File: src/rtl/lsu_pkg.sv
// Shared types and helpers for the SRAM load/store unit.
// Misaligned-access trapping is enabled by defining LSU_MISALIGN_TRAP_EN.
package lsu_pkg;

    typedef enum logic [1:0] {
        IDLE = 2'd0,
        REQ  = 2'd1,
        DONE = 2'd2
    } lsu_state_e;

    localparam logic [2:0] F3_B  = 3'b000;
    localparam logic [2:0] F3_H  = 3'b001;
    localparam logic [2:0] F3_W  = 3'b010;
    localparam logic [2:0] F3_BU = 3'b100;
    localparam logic [2:0] F3_HU = 3'b101;

    // Byte enables for a store; the size is encoded in funct3[1:0].
    function automatic logic [3:0] bmask_f(input logic [2:0] funct3, input logic [1:0] addr_lo);
        case (funct3[1:0])
            2'b00:   return 4'b0001 << addr_lo;
            2'b01:   return 4'b0011 << {addr_lo[1], 1'b0};
            default: return 4'b1111;
        endcase
    endfunction

    // Store data is replicated across lanes so the byte mask alone selects the target.
    function automatic logic [31:0] wdata_f(input logic [2:0] funct3, input logic [31:0] st_data);
        case (funct3[1:0])
            2'b00:   return {4{st_data[7:0]}};
            2'b01:   return {2{st_data[15:0]}};
            default: return st_data;
        endcase
    endfunction

endpackage

File: src/rtl/lsu_ld_align.sv
// Load-data lane select plus sign/zero extension for RV32I loads.
module lsu_ld_align
    import lsu_pkg::*;
(
    input  logic [31:0] rdata,
    input  logic [2:0]  funct3,
    input  logic [1:0]  addr_lo,
    output logic [31:0] result
);

    logic [7:0]  byte_sel;
    logic [15:0] half_sel;

    always_comb begin
        byte_sel = rdata[7:0];
        case (addr_lo)
            2'd0: byte_sel = rdata[7:0];
            2'd1: byte_sel = rdata[15:8];
            2'd2: byte_sel = rdata[23:16];
            2'd3: byte_sel = rdata[31:24];
            default: byte_sel = rdata[7:0];
        endcase
        half_sel = addr_lo[1] ? rdata[31:16] : rdata[15:0];
    end

    // funct3[2] selects zero extension; 011/110/111 fall through to a plain word.
    always_comb begin
        result = rdata;
        case (funct3[1:0])
            2'b00:   result = funct3[2] ? {24'd0, byte_sel} : {{24{byte_sel[7]}}, byte_sel};
            2'b01:   result = funct3[2] ? {16'd0, half_sel} : {{16{half_sel[15]}}, half_sel};
            default: result = rdata;
        endcase
    end

endmodule

File: src/rtl/lsu_sram.sv
// Load/store unit driving a word-wide req/ack SRAM; stalls the core while an access is outstanding.
// Optional feature: LSU_MISALIGN_TRAP_EN traps misaligned half/word accesses instead of forcing alignment.
module lsu_sram
    import lsu_pkg::*;
#(
    parameter int ADDR_W      = 18,
    parameter int TIMEOUT_CYC = 255
) (
    input  logic              i_clk,
    input  logic              i_rst_n,
    input  logic              i_lsu_en,
    input  logic              i_lsu_we,
    input  logic [2:0]        i_funct3,
    input  logic [31:0]       i_addr,
    input  logic [31:0]       i_st_data,
    output logic              o_stall,
    output logic              o_ld_valid,
    output logic [31:0]       o_ld_data,
    output logic              o_err,
    output logic              o_misalign,
    output logic              o_sram_req,
    output logic              o_sram_we,
    output logic [ADDR_W-1:0] o_sram_addr,
    output logic [3:0]        o_sram_bmask,
    output logic [31:0]       o_sram_wdata,
    input  logic              i_sram_ack,
    input  logic [31:0]       i_sram_rdata
);

    localparam int CNT_W = (TIMEOUT_CYC > 1) ? $clog2(TIMEOUT_CYC) : 1;
    localparam logic [CNT_W-1:0] CNT_LAST = (TIMEOUT_CYC > 0) ? CNT_W'(TIMEOUT_CYC - 1) : '0;

    lsu_state_e         state_reg, state_next;
    logic               we_reg;
    logic [2:0]         funct3_reg;
    logic [ADDR_W+1:0]  addr_reg;
    logic [31:0]        st_data_reg;
    logic [31:0]        rdata_reg;
    logic               err_reg;
    logic               mis_reg;
    logic [CNT_W-1:0]   cnt_reg;

    logic               capture;
    logic               misaligned;
    logic               timeout_hit;
    logic               in_req;
    logic               in_done;
    logic [31:0]        aligned;

    assign capture = (state_reg == IDLE) && i_lsu_en;
    assign in_req  = (state_reg == REQ);
    assign in_done = (state_reg == DONE);

`ifdef LSU_MISALIGN_TRAP_EN
    always_comb begin
        misaligned = 1'b0;
        case (i_funct3[1:0])
            2'b00:   misaligned = 1'b0;
            2'b01:   misaligned = i_addr[0];
            default: misaligned = |i_addr[1:0];
        endcase
    end
`else
    assign misaligned = 1'b0;
`endif

    // Counter value CNT_LAST means this is the TIMEOUT_CYC-th unacknowledged REQ cycle.
    assign timeout_hit = in_req && !i_sram_ack && (TIMEOUT_CYC != 0) && (cnt_reg == CNT_LAST);

    always_comb begin
        state_next = state_reg;
        case (state_reg)
            IDLE:    if (i_lsu_en) state_next = misaligned ? DONE : REQ;
            REQ:     if (i_sram_ack || timeout_hit) state_next = DONE;
            DONE:    state_next = IDLE;
            default: state_next = IDLE;
        endcase
    end

    always_ff @(posedge i_clk) begin
        if (!i_rst_n) begin
            state_reg   <= IDLE;
            we_reg      <= 1'b0;
            funct3_reg  <= 3'd0;
            addr_reg    <= '0;
            st_data_reg <= 32'd0;
            rdata_reg   <= 32'd0;
            err_reg     <= 1'b0;
            mis_reg     <= 1'b0;
            cnt_reg     <= '0;
        end else begin
            state_reg <= state_next;
            if (capture) begin
                we_reg      <= i_lsu_we;
                funct3_reg  <= i_funct3;
                addr_reg    <= i_addr[ADDR_W+1:0];
                st_data_reg <= i_st_data;
                err_reg     <= 1'b0;
                mis_reg     <= misaligned;
                cnt_reg     <= '0;
            end
            if (in_req) begin
                if (i_sram_ack) begin
                    if (!we_reg) rdata_reg <= i_sram_rdata;
                end else begin
                    cnt_reg <= cnt_reg + 1'b1;
                end
                if (timeout_hit) err_reg <= 1'b1;
            end
        end
    end

    lsu_ld_align u_ld_align (
        .rdata   (rdata_reg),
        .funct3  (funct3_reg),
        .addr_lo (addr_reg[1:0]),
        .result  (aligned)
    );

    // SRAM-side outputs are only non-zero while a request is in flight.
    assign o_stall      = in_req || ((state_reg == IDLE) && i_lsu_en);
    assign o_sram_req   = in_req;
    assign o_sram_we    = in_req && we_reg;
    assign o_sram_addr  = in_req ? addr_reg[ADDR_W+1:2] : '0;
    assign o_sram_bmask = !in_req ? 4'b0000 : (we_reg ? bmask_f(funct3_reg, addr_reg[1:0]) : 4'b1111);
    assign o_sram_wdata = (in_req && we_reg) ? wdata_f(funct3_reg, st_data_reg) : 32'd0;

    assign o_ld_valid = in_done && !we_reg && !err_reg && !mis_reg;
    assign o_ld_data  = o_ld_valid ? aligned : 32'd0;
    assign o_err      = in_done && err_reg;

`ifdef LSU_MISALIGN_TRAP_EN
    assign o_misalign = in_done && mis_reg;
`else
    assign o_misalign = 1'b0;
`endif

endmodule

File: config.mk
export PLATFORM = sky130hd
export DESIGN_NAME = lsu_sram
export DESIGN_NICKNAME = d
export VERILOG_FILES = /design/src/rtl/lsu_pkg.sv /design/src/rtl/lsu_ld_align.sv /design/src/rtl/lsu_sram.sv
export SDC_FILE = /design/constraint.sdc
export NUM_CORES = 1
export LEC_CHECK = 0
export CELL_PAD_IN_SITES_DETAIL_PLACEMENT = 2
export CELL_PAD_IN_SITES_GLOBAL_PLACEMENT = 2
export CORE_UTILIZATION = 24
export DETAILED_ROUTE_END_ITERATION = 10
export HOLD_SLACK_MARGIN = 0.15
export PLACE_DENSITY = 0.83
export SETUP_SLACK_MARGIN = 0.2
export SKIP_LAST_GASP = 1
export SLEW_MARGIN = 20
export SYNTH_ARGS = -nofsm -noshare
export SYNTH_HDL_FRONTEND = slang
export SYNTH_HIERARCHICAL = 1
export SYNTH_SLANG_ARGS = --single-unit
File: constraint.sdc
create_clock -name i_clk -period 2.65 [get_ports i_clk]
set_clock_uncertainty 0.15 [all_clocks]
set_input_delay 0.6625 -clock i_clk [delete_from_list [all_inputs] [get_ports i_clk]]
set_output_delay 0.6625 -clock i_clk [all_outputs]
set_load 0.005 [all_outputs]
# ---- Yosys cells after proc, flatten, opt, wreduce, memory -nomap -nowiden
# Cells that the tools add are included.
dict set report totals {
  reg_bits 99
  inputBits 104
  out_inout_bits 92
}
dict set report classes {
  add_sub_neg 1
  eq_ne 9
  shifts 2
  muxes 21
  bitwise_logic 1
  n_reduce_logical 17
}
# op count
set ops {}
lappend ops {{32-bit two-way mux} 4}
lappend ops {{32-bit case mux with 2 select lines} 2}
lappend ops {{8-bit case mux with 4 select lines} 1}
lappend ops {{8-bit two-way mux} 3}
lappend ops {{18-bit two-way mux} 1}
lappend ops {{16-bit two-way mux} 1}
lappend ops {{8-bit by 1-bit adder with 8-bit output, second input constant} 1}
lappend ops {{8-bit equality test, second input constant} 1}
lappend ops {{4-bit two-way mux} 2}
lappend ops {{4-bit case mux with 2 select lines} 1}
lappend ops {{1-bit logical AND} 7}
lappend ops {{2-bit by 1-bit equality test with 1-bit output, second input constant} 3}
lappend ops {{2-bit equality test, second input constant} 3}
lappend ops {{2-bit zero test} 3}
lappend ops {{2-bit two-way mux} 2}
lappend ops {{2-bit case mux with 2 select lines} 1}
lappend ops {{1-bit by 2-bit left shift with 4-bit output, first input constant} 1}
lappend ops {{2-bit by 2-bit left shift with 4-bit output, first input constant} 1}
lappend ops {{1-bit zero test} 3}
lappend ops {{1-bit two-way mux} 3}
lappend ops {{3-bit AND reduction} 1}
lappend ops {{1-bit logical OR} 2}
lappend ops {{2-bit by 1-bit != test with 1-bit output, second input constant} 1}
lappend ops {{2-bit != test, second input constant} 1}
lappend ops {{2 further kinds} 2}

# ---- Logic depth before layout (Yosys ltp)
# Gate-level depths: netlist of the first run.
dict set report depth {
  depth_word 6
  depth_mapped 8
  mapped_depth_nobuf 5
}

# ---- By module
# The synthesis of the first run kept the hierarchy.
# mod n_inst cells_per_inst area_each_um2 seq_area_each_um2
set by_module_without_submodules {}
lappend by_module_without_submodules {lsu_sram 1 606 4528.1 1981.9}
lappend by_module_without_submodules {lsu_ld_align 1 133 983.4 0.0}

# ---- Least setup slack after synthesis of the first run
# Ideal clock, no wire load.
dict set report synth_timing {
  path_kind {reg-to-output}
  start {reg addr_reg[0]}
  end {out o_ld_data[11]}
  arrival_time_ps 1692
  required_time_ps 1837
  slack_ps 146
  stages_incl_launch_ff 7
  path_cell_list {dfxtp_1 > buf_2 > mux2_2 > a32oi_2 > buf_6 > o221ai_1 > and2_1}
}
dict set report synth_between {
  elab_chain_cells 5
}
# item line
set synth_lines {}
lappend synth_lines {{start, declared} lsu_sram.sv:36} ;# logic [ADDR_W+1:0] addr_reg;
lappend synth_lines {{start signal, assigned} lsu_sram.sv:96} ;# addr_reg <= i_addr[ADDR_W+1:0];
lappend synth_lines {{2-bit equality test (tied with other cells)} lsu_ld_align.sv:16} ;# case (addr_lo)
lappend synth_lines {{8-bit case mux with 4 select lines (*)} lsu_ld_align.sv:16}
lappend synth_lines {{32-bit two-way mux (*)} lsu_ld_align.sv:30} ;# 2'b00: result = funct3[2] ? {24'd0, byte_sel} : {{24{byte_sel[7]}}, byte_sel};
lappend synth_lines {{32-bit case mux with 2 select lines (*)} lsu_ld_align.sv:29} ;# case (funct3[1:0])
lappend synth_lines {{net aligned[11]} lsu_sram.sv:48} ;# logic [31:0] aligned;
lappend synth_lines {{32-bit two-way mux (*)} lsu_sram.sv:129} ;# assign o_ld_data = o_ld_valid ? aligned : 32'd0;
lappend synth_lines {{end, declared} lsu_sram.sv:18} ;# output logic [31:0] o_ld_data,
# Mark *: on every way through the listed nets, which the timed path passes. The rest lies on a longest branch.

# ---- Final worst setup path of the first run
dict set report layout_timing {
  start {reg funct3_reg[0]}
  end {out o_sram_wdata[26]}
}
dict set report layout_between {
  elab_chain_cells 3
}
# item line
set layout_lines {}
lappend layout_lines {{start, declared} lsu_sram.sv:35} ;# logic [2:0] funct3_reg;
lappend layout_lines {{start signal, assigned} lsu_sram.sv:95} ;# funct3_reg <= i_funct3;
lappend layout_lines {{2-bit by 1-bit equality test with 1-bit output or 2-bit zero test (tied branches)} lsu_pkg.sv:28} ;# case (funct3[1:0])
lappend layout_lines {{32-bit case mux with 2 select lines (*)} lsu_pkg.sv:28}
lappend layout_lines {{32-bit two-way mux (*)} lsu_sram.sv:126} ;# assign o_sram_wdata = (in_req && we_reg) ? wdata_f(funct3_reg, st_data_reg) : 32'd0;
lappend layout_lines {{end, declared} lsu_sram.sv:25} ;# output logic [31:0] o_sram_wdata,
# Every way passes the cells marked *; elsewhere a longest branch is shown, timed or not.

==> impl.org, run 1 <==
** Status
- The flow ran to the end, but the final reports show violations.
- The checks that failed: setup timing.

** Power and ir drop
- In this run the static leakage power is 3.672 nW.
- Power share of the sequential group :: 0.410
- Of the total power, the share spent switching nets is 0.2927.
- PwrDens :: between 400 and 500 mW/mm^2
- Internal power comes to 2.815 mW.
- Clock power frac :: 0.357
- IR analysis of the VDD net gives a maximum drop of 0.2581 mV.
- The design draws 3.981 mW.
- Portion of total power attributed to combinational logic :: 0.233
- The analysis attributes to net switching a power of between 1 and 1.5 mW.

** CTS
- CTS Buffer Depth :: 2
- Total number of H-tree levels :: 3
- CTS Root Cell :: clkbuf_16
- TritonCTS Buffers :: 9
- Number of clock sinks :: 99
- Hold-fix buffers at CTS :: 0
- CTS tree :: built
- Later-pin clock latency in the skew report :: 0.35 ns
- After clock tree synthesis, the clock-pin slew on the worst setup and hold paths is around 0.08 ns.

** Global routing
- The first global-routing pass estimated 40310 um of wire.
- Maximum number of pins on one net before global-route repair :: 64
- Vias in the first global route :: 6927
- For this run, the total global-route usage over all layers was measured as 0.2219.
- The number of antenna violations at the first check in global routing was 1.
- Global routing finished with a remaining overflow of 0.

** Critical path
- On the worst path, the slowest cell contributes a delay of 0.44 ns.
- Slowest cell on the critical path :: clkdlybuf4s50_1
- Data arrival time at the worst-slack endpoint :: between 2 and 2.5 ns
- Traced cell by cell, the critical path runs through buf_8 -> mux2_2 -> mux2i_2 -> nor2_1 -> clkdlybuf4s50_1.
- Largest fanout of any net on the critical path :: 22
- Type of the setup path with the least slack :: flop to primary output
- CP required :: 1.84 ns
- STA classifies the critical path startpoint as a flop.
- Cell family with the largest share of critical-path delay :: buffers and inverters
- The worst setup path is captured at a primary output.
- The critical path contains buffers and inverters numbering 2 combined.

** Synth
- Counting flops and latches in the post-synthesis netlist gives 99.
- Number of enable-type register cells in the synthesized netlist :: 0
- Counting every net in the synthesized netlist gives ~850.
- Averaged over all synthesized cells, the footprint is about 7.5 sq um.
- Number of different library cells in the post-synthesis netlist :: roughly 50
- Dominant cell type by area after synthesis :: dfxtp_1
- Synth top area cells :: dfxtp_1, nand2_1, a21oi_1
- Total number of yosys warnings :: 6
- Share of flip-flops with an asynchronous set or reset :: 0
- Count of mapped cells out of synthesis :: 739
- For this run, the leading register cell type out of synthesis is dfxtp_1.
- Post-synthesis instance area :: 0.005512 sq mm
- Of the post-synthesis cell area, the dominant cell type holds 0.3596.
- Sequential cell area fraction in the yosys report :: 0.3596

** Worst hold path
- The worst hold path belongs to the class flop to flop.

** Placed design
- Routability-driven placement finished with a final weighted congestion of 0.8153.
- Post-DP HPWL :: between 15000 and 20000 um
- In this run the cell area measured after placement is 0.007918 sq mm.
- The count of buffers added on input and output ports is 182.
- Once placement completed, the tool counted placed cells totaling 1197.

** Detailed routing
- Wires add up to between 20000 and 30000 um.
- The routed layout has 6244 vias.
- Number of design rule violations left after detail routing :: 0
- In the final routed layout, each cell accounts on average for 20.67 um.
- Once detail routing completed, the nets flagged for antenna violations numbered 0.
- Using the TritonRoute via totals, the vias-per-cell ratio works out to 4.956.
- Number of iterations in the first detailed-routing pass :: 4
- After the first detailed-routing iteration, the DRC count stood at 202.

** Timing
- The number of endpoints with negative hold slack in the final report is 0.
- Dividing the final minimum period by the clock period gives 1.087.
- Hold timing on the final database bottoms out at a slack of 0.3060 ns.
- Peak Freq :: 0.3471 GHz
- Unrepaired setup endpoints after global routing :: yes
- For the pin with the worst max-slew slack, the measured transition is about 0.72 ns.
- Worst slew margin relative to its limit :: 0.5220
- The number of slew-limit violations in the final report is 0.
- Final Setup Violations :: 43
- Accumulated negative setup slack :: -6.573 ns
- Subtracting the final worst setup slack from the clock period gives 2.881 ns.
- Final setup margin :: -0.2309 ns

** Cells and area
- Of the cells placed in the final design, the portion with a size suffix greater than 1 is 0.2810.
- Synthesis-to-finish area growth :: 63.00%
- After routing the design area is 0.008984 sq mm.
- Inserted Diodes :: 0
- Post-layout nets :: 1076
- Once layout is complete, the cells apart from fillers number 1260.

** Floorplanning
- Width of the chip :: 153.5 um
- Std-Cell Core Area :: 0.02257 sq mm
- The floorplan step defined a die boundary enclosing 0.02357 sq mm.
- Starting utilization of the core area :: 0.2442
- Row count :: 55
- 196 I/O pins were placed.
- Vertical die dimension :: 153.5 um

** Job
- The tool flagged a number of max-cap violations equal to 0.
-- worst paths after layout --
kind,startpoint,to,slack (ns),depth (start not counted)
setup / recovery,funct3_reg[0],o_sram_wdata[26],-0.23,5
hold / removal,addr_reg[12],addr_reg[12],0.31,2
setup reg to reg,state_reg[1],cnt_reg[7],0.64,5
hold reg to reg,addr_reg[12],addr_reg[12],0.31,2
-- layout make-up --
class / instances / area, sq um
fill: 2554 / 13590
multi-input combinational: 566 / 3465
timing repair buffer: 288 / 2823
sequential: 99 / 2003
tap: 285 / 356.6
clock buffer: 10 / 239.0
clock inverter: 6 / 70.07
inverter: 6 / 27.53
-- per-stage QoR --
stage	worst slack [ns]	utilization
after global routing	-0.3274	0.3980
after CTS	-0.2420	0.3950
after detailed placement	-0.3865	0.3508
after global placement	-0.3901	0.3508
after floorplan	0.2206	-
final	-0.2309	0.3980
-- cells in the final DEF (no fill, tap or decap), types with 6 or more instances in the layout --
master | synthesis | final
and3_1 | 11 | 11
and2_1 | 50 | 43
and2_4 | 0 | 7
a21oi_1 | 118 | 109
buf_2 | 19 | 36
nor2b_1 | 18 | 16
a21oi_2 | 0 | 9
dlygate4sd2_1 | 0 | 19
clkdlybuf4s50_1 | 0 | 98
buf_6 | 6 | 29
clkbuf_16 | 0 | 9
buf_12 | 0 | 16
mux2_2 | 10 | 8
clkbuf_2 | 0 | 23
dfxtp_1 | 99 | 92
o21ai_0 | 11 | 6
nand2_1 | 215 | 211
mux4_2 | 7 | 7
mux2i_1 | 17 | 14
buf_16 | 0 | 6
o211ai_2 | 10 | 10
o22ai_1 | 7 | 7
buf_4 | 2 | 52
nor2_1 | 26 | 19
o211ai_1 | 8 | 8
-- worst register-to-register path: cells and delay by family, from the launching register on --
family,cells,cell delay [ns]
buf+inv,2,0.31
simple gates,2,1.00
flops,1,0.33
compound gates,1,0.16
-- cells in the mapped netlist, drive strengths merged, types with 2 or more instances --
| master | n |
|---|---|
| nand2 | 215 |
| nand2b | 5 |
| o22ai | 7 |
| dfxtp | 99 |
| a311oi | 2 |
| and2 | 50 |
| and3 | 11 |
| mux4 | 7 |
| a211oi | 7 |
| o21bai | 3 |
| mux2i | 17 |
| o211ai | 18 |
| nand3 | 5 |
| mux2 | 10 |
| clkbuf | 40 |
| o21ai | 11 |
| a21oi | 118 |
| ha | 2 |
| nor2 | 26 |
| nor2b | 18 |
| or3 | 3 |
| or2 | 2 |
| or3b | 2 |
| inv | 6 |
| o221ai | 8 |
| nor3b | 2 |
| buf | 28 |
-- routing by layer --
metal	global-route usage	vias up	routed length (um)
met4	0.06714	0	563
met2	0.4089	173	13410
met3	0.06172	33	1618
met5	0	-	0
met1	0.2457	3077	10450
li1	-	2961	-
-- timing repair --
action                                  CTS  global route
gates cloned                              9             0
setup buffers                            35             3
resized for setup                       285            97
pin swaps                                53            57
endpoints found under the setup margin   91            78
-- power groups by stage --
stage / combinational [mW] / sequential, mW / clock, mW
global route: 0.997 / 1.64 / 1.53
detailed placement: 0.736 / 1.66 / 0
CTS: 0.883 / 1.63 / 1.48
finish: 0.927 / 1.63 / 1.42
global placement: 0.711 / 1.65 / 0
floorplan: 0.370 / 1.63 / 0
-- logic make-up after synthesis --
kind of cell | synth area share
flops | 0.3596
buf+inv | 0.06424
mux | 0.07991
compound gates | 0.2002
other cells | 0.0006804
fa+ha+maj | 0.004540
simple gates | 0.2908
No activity file was read; power rests on OpenSTA's default activity.
==> run 2: changes to the inputs <==
--- a/config.mk
+++ b/config.mk
@@ -8,6 +8,7 @@
 export CELL_PAD_IN_SITES_DETAIL_PLACEMENT = 2
 export CELL_PAD_IN_SITES_GLOBAL_PLACEMENT = 2
 export CORE_UTILIZATION = 24
+export CTS_CLUSTER_SIZE = 12
 export DETAILED_ROUTE_END_ITERATION = 10
 export HOLD_SLACK_MARGIN = 0.15
 export PLACE_DENSITY = 0.83
==> results of run 2 <==
Same layout as run 1: the final DEF is identical, and so are final timing and power.
==> run 3: changes to the inputs <==
--- a/config.mk
+++ b/config.mk
@@ -7,11 +7,11 @@
 export LEC_CHECK = 0
 export CELL_PAD_IN_SITES_DETAIL_PLACEMENT = 2
 export CELL_PAD_IN_SITES_GLOBAL_PLACEMENT = 2
-export CORE_UTILIZATION = 24
+export CORE_UTILIZATION = 26
 export CTS_CLUSTER_SIZE = 12
 export DETAILED_ROUTE_END_ITERATION = 10
 export HOLD_SLACK_MARGIN = 0.15
-export PLACE_DENSITY = 0.83
+export PLACE_DENSITY = 0.89
 export SETUP_SLACK_MARGIN = 0.2
 export SKIP_LAST_GASP = 1
 export SLEW_MARGIN = 20
==> constraint.sdc (replaced) <==
create_clock -name i_clk -period 3.57 [get_ports i_clk]
set_clock_uncertainty 0.15 [all_clocks]
set_input_delay 0.8925 -clock i_clk [delete_from_list [all_inputs] [get_ports i_clk]]
set_output_delay 0.8925 -clock i_clk [all_outputs]
set_load 0.005 [all_outputs]
==> run 3 against run 2 <==
The run now ends clean. Critical path type unchanged. Worst setup slack better by 0.43 ns. Global-route usage shrank 1.8 points. Total power down 28%. Sequential share of layout area up 1.9 points. Die area shrank 7.6%. First-iteration DRC count increased by 7.9%. Worst hold slack worse by 0.0012 ns. Critical path depth increased by 3. Core utilization grew 0.43 points. Wire length shrank 8.2%. Non-clock buffer count shrank 70. Flip-flop and latch count stayed put.
==> impl.org, run 3 (synthesized netlist as in run 1, its figures left out) <==
** Placed design
- Number of input and output port buffers inserted :: 182 (unchanged)
- Number of placed cells counting well taps :: 1144 (-4.4%)
- The setup slack after placement came to 0.06188 ns (+0.4483 ns).
- Post-DP HPWL :: 16100 um (-1.5%)
- The final weighted congestion in routability-driven placement was 0.8351 (+2.4%).

** Worst hold path
- The worst hold path belongs to the class flop to flop.

** Timing
- Final Setup Violations :: 0 (-100%)
- The worst hold slack after final layout is 0.3048 ns (-0.001171 ns).
- Worst slew margin relative to its limit :: 0.5229 (+0.0008890)
- Setup repair after global routing could not meet its margin everywhere.
- Final period util :: 0.9449
- Peak Freq :: 0.2965 GHz
- Hold violation count in the final report :: 0 (unchanged)
- The number of slew-limit violations in the final report came to 0 (unchanged).
- The setup TNS after final layout is 0 ns (+6.573 ns).
- The final critical-path setup slack is 0.1968 ns (+0.4277 ns).
- The clock period could shrink to 3.373 ns.
- Pin slew with the least headroom to its limit :: 0.7157 ns (-0.001333 ns)

** Cells and area
- Filler cell count :: 2286 (-10%)
- Synthesis-to-finish area growth :: 49.58%
- The number of nets in the finished design is 1007 (-6.4%).
- The library cells used most frequently in the layout, excluding fill and tap cells, are nand2_1, clkdlybuf4s50_1, a21oi_1.
- The final antenna diode count came to 0 (unchanged).
- Commonest non-fill, non-tap cell in the layout :: nand2_1
- The fraction of the core area covered by cells at the end of the flow was 0.4023 (+0.004255).
- The fraction of layout instances using a drive strength above 1 came to 0.1214 (-0.1596).
- The number of cells in the finished layout apart from fillers was 1176 (-6.7%).

** CTS
- Hold-fix buffers at CTS :: 0 (unchanged)
- The CTS sink count was 99 (unchanged).
- CTS tree :: built
- The deepest level of the CTS H-tree came to 3 (unchanged).
- CTS Buffer Depth :: 2 (unchanged)
- The total CTS buffers is 9 (unchanged).
- Later-pin clock latency in the skew report :: 0.36 ns (about the same)
- Reg clk slew, reported paths :: 0.07 ns (about the same)
- The root buffer cell chosen for the clock tree is clkbuf_16.

** Floorplanning
- Full die area :: 0.02178 sq mm (-7.6%)
- The overall die width is 147.6 um (-3.9%).
- # IOs :: 196 (unchanged)
- The area inside the core boundary came to 0.02049 sq mm (-9.2%).
- Starting utilization of the core area :: 0.2689 (+0.02475)
- Vertical die dimension :: 147.6 um (-3.9%)
- Row count :: 52 (-5.5%)

** Critical path
- Data arrival time at the worst-slack endpoint :: 2.33 ns (+0.26 ns)
- CP required :: 2.53 ns (+0.69 ns)
- Type of the setup path with the least slack :: flop to primary output
- Crit. End Element :: primary output
- The worst setup path is launched from a flop.
- Largest fanout of any net on the critical path :: 16 (-27%)

** Detailed routing
- The count of TritonRoute iterations in the first routing pass came to 4 (unchanged).
- Detailed-route via count :: 5972 (-4.4%)
- The number of DRC violations after detailed-routing iteration 0 is 218 (+7.9%).
- Final ANT Viol Nets :: 0 (unchanged)
- Number of design rule violations left after detail routing :: 0 (unchanged)
- The post-detailed-route via-to-cell ratio is 5.078 (+2.5%).
- Aggregate routed wire length :: 23900 um (-8.2%)
- The wire length per cell came to 20.32 um (-1.7%).

** Global routing
- GRT met2 Usage :: 0.3597 (-0.04920)
- Vias in the first global route :: 6218 (-10%)
- Overflow left after global routing :: 0 (unchanged)
- The met1 track demand over resource in global routing was 0.2347 (-0.01101).
- Maximum number of pins on one net before global-route repair :: 64 (unchanged)
- In this run the most used layer during global routing was met2.
- Global routing usage on met3 :: 0.06698 (+0.005250)
- Global routing usage summed across all routing layers :: 0.2042 (-0.01768)
- The number of antenna violations at the first check in global routing came to 1 (unchanged).
- Wire length of the first global-routing pass :: 34570 um (-14%)

** Power and ir drop
- The leakage power was 3.029 nW (-18%).
- The worst vdd rail ir drop came to 0.2186 mV (-15%).
- PwrDens :: 349.6 mW/mm^2 (-21%)

** Job
- Maximum Capacitance Violations :: 0 (unchanged)

** Status
- The run finished with clean final reports.
-- run 3: cell types whose count changed in the layout (fill, tap and decap cells not counted), moves of 9 or more --
| cell | delta |
|---|---|
| a21oi_1 | +9 |
| buf_6 | -28 |
| buf_12 | -11 |
| buf_4 | -26 |
| a21oi_2 | -9 |
| clkbuf_2 | -23 |
| dlygate4sd2_1 | -18 |
| buf_2 | -36 |
| clkdlybuf4s50_1 | +78 |
-- run 3: metrics by stage --
stage | instance area, sq um | power [mW]
finish | 8244 | 2.882
global route | 8244 | 3.000
detailed placement | 7577 | 1.738
CTS | 7930 | 2.867
global placement | 7577 | 1.712
floorplan | 5512 | 1.485
-- run 3: final timing paths --
kind,startpoint,end,slack [ns],cells past startpoint
worst max register to register,state_reg[0],cnt_reg[2],1.56,5
worst min register to register,addr_reg[2],addr_reg[2],0.30,2
worst max-delay path,funct3_reg[0],o_ld_data[9],0.20,8
worst min-delay path,addr_reg[2],addr_reg[2],0.30,2
-- run 3: final cells by class --
type | instances | area, sq um | share of cell area
multi-input cells | 567 | 3322 | 0.4029
repair buffers | 218 | 2230 | 0.2705
flip-flops and latches | 99 | 1996 | 0.2421
well taps | 270 | 337.8 | 0.04098
clock buffers | 9 | 225.2 | 0.02732
clock inverters | 7 | 105.1 | 0.01275
inverters | 6 | 28.78 | 0.003491
-- run 3: routing by layer --
layer,vias up,part of all wire
li1,2834,-
met1,2931,0.41
met2,180,0.50
met3,25,0.077
met4,2,0.014
met5,-,0.00071
-- run 3: critical path: stages (launching register included) --
cell and delay [ns]:
dfxtp_4 0.37, buf_12 0.16, nor3_4 0.15, a32oi_4 0.08
buf_12 0.16, buf_12 0.13, o221ai_2 0.24, and2_1 0.17
clkdlybuf4s50_1 0.49
-- run 3: what timing repair did --
| action | in CTS | in global routing |
|---|---|---|
| endpoints found under the setup margin | 41 | 35 |
| resized for setup | 8 | 32 |
| setup buffers | 0 | 12 |
| endpoints found under the hold margin | 0 | 0 |
| pin swaps | 1 | 5 |
| gates cloned | 0 | 4 |
-- run 3: report_power, final --
group | switching, mW | internal [mW]
sequential | 0.0574 | 1.16
clock | 0.498 | 0.627
combinational | 0.281 | 0.261
total | 0.836 | 2.05
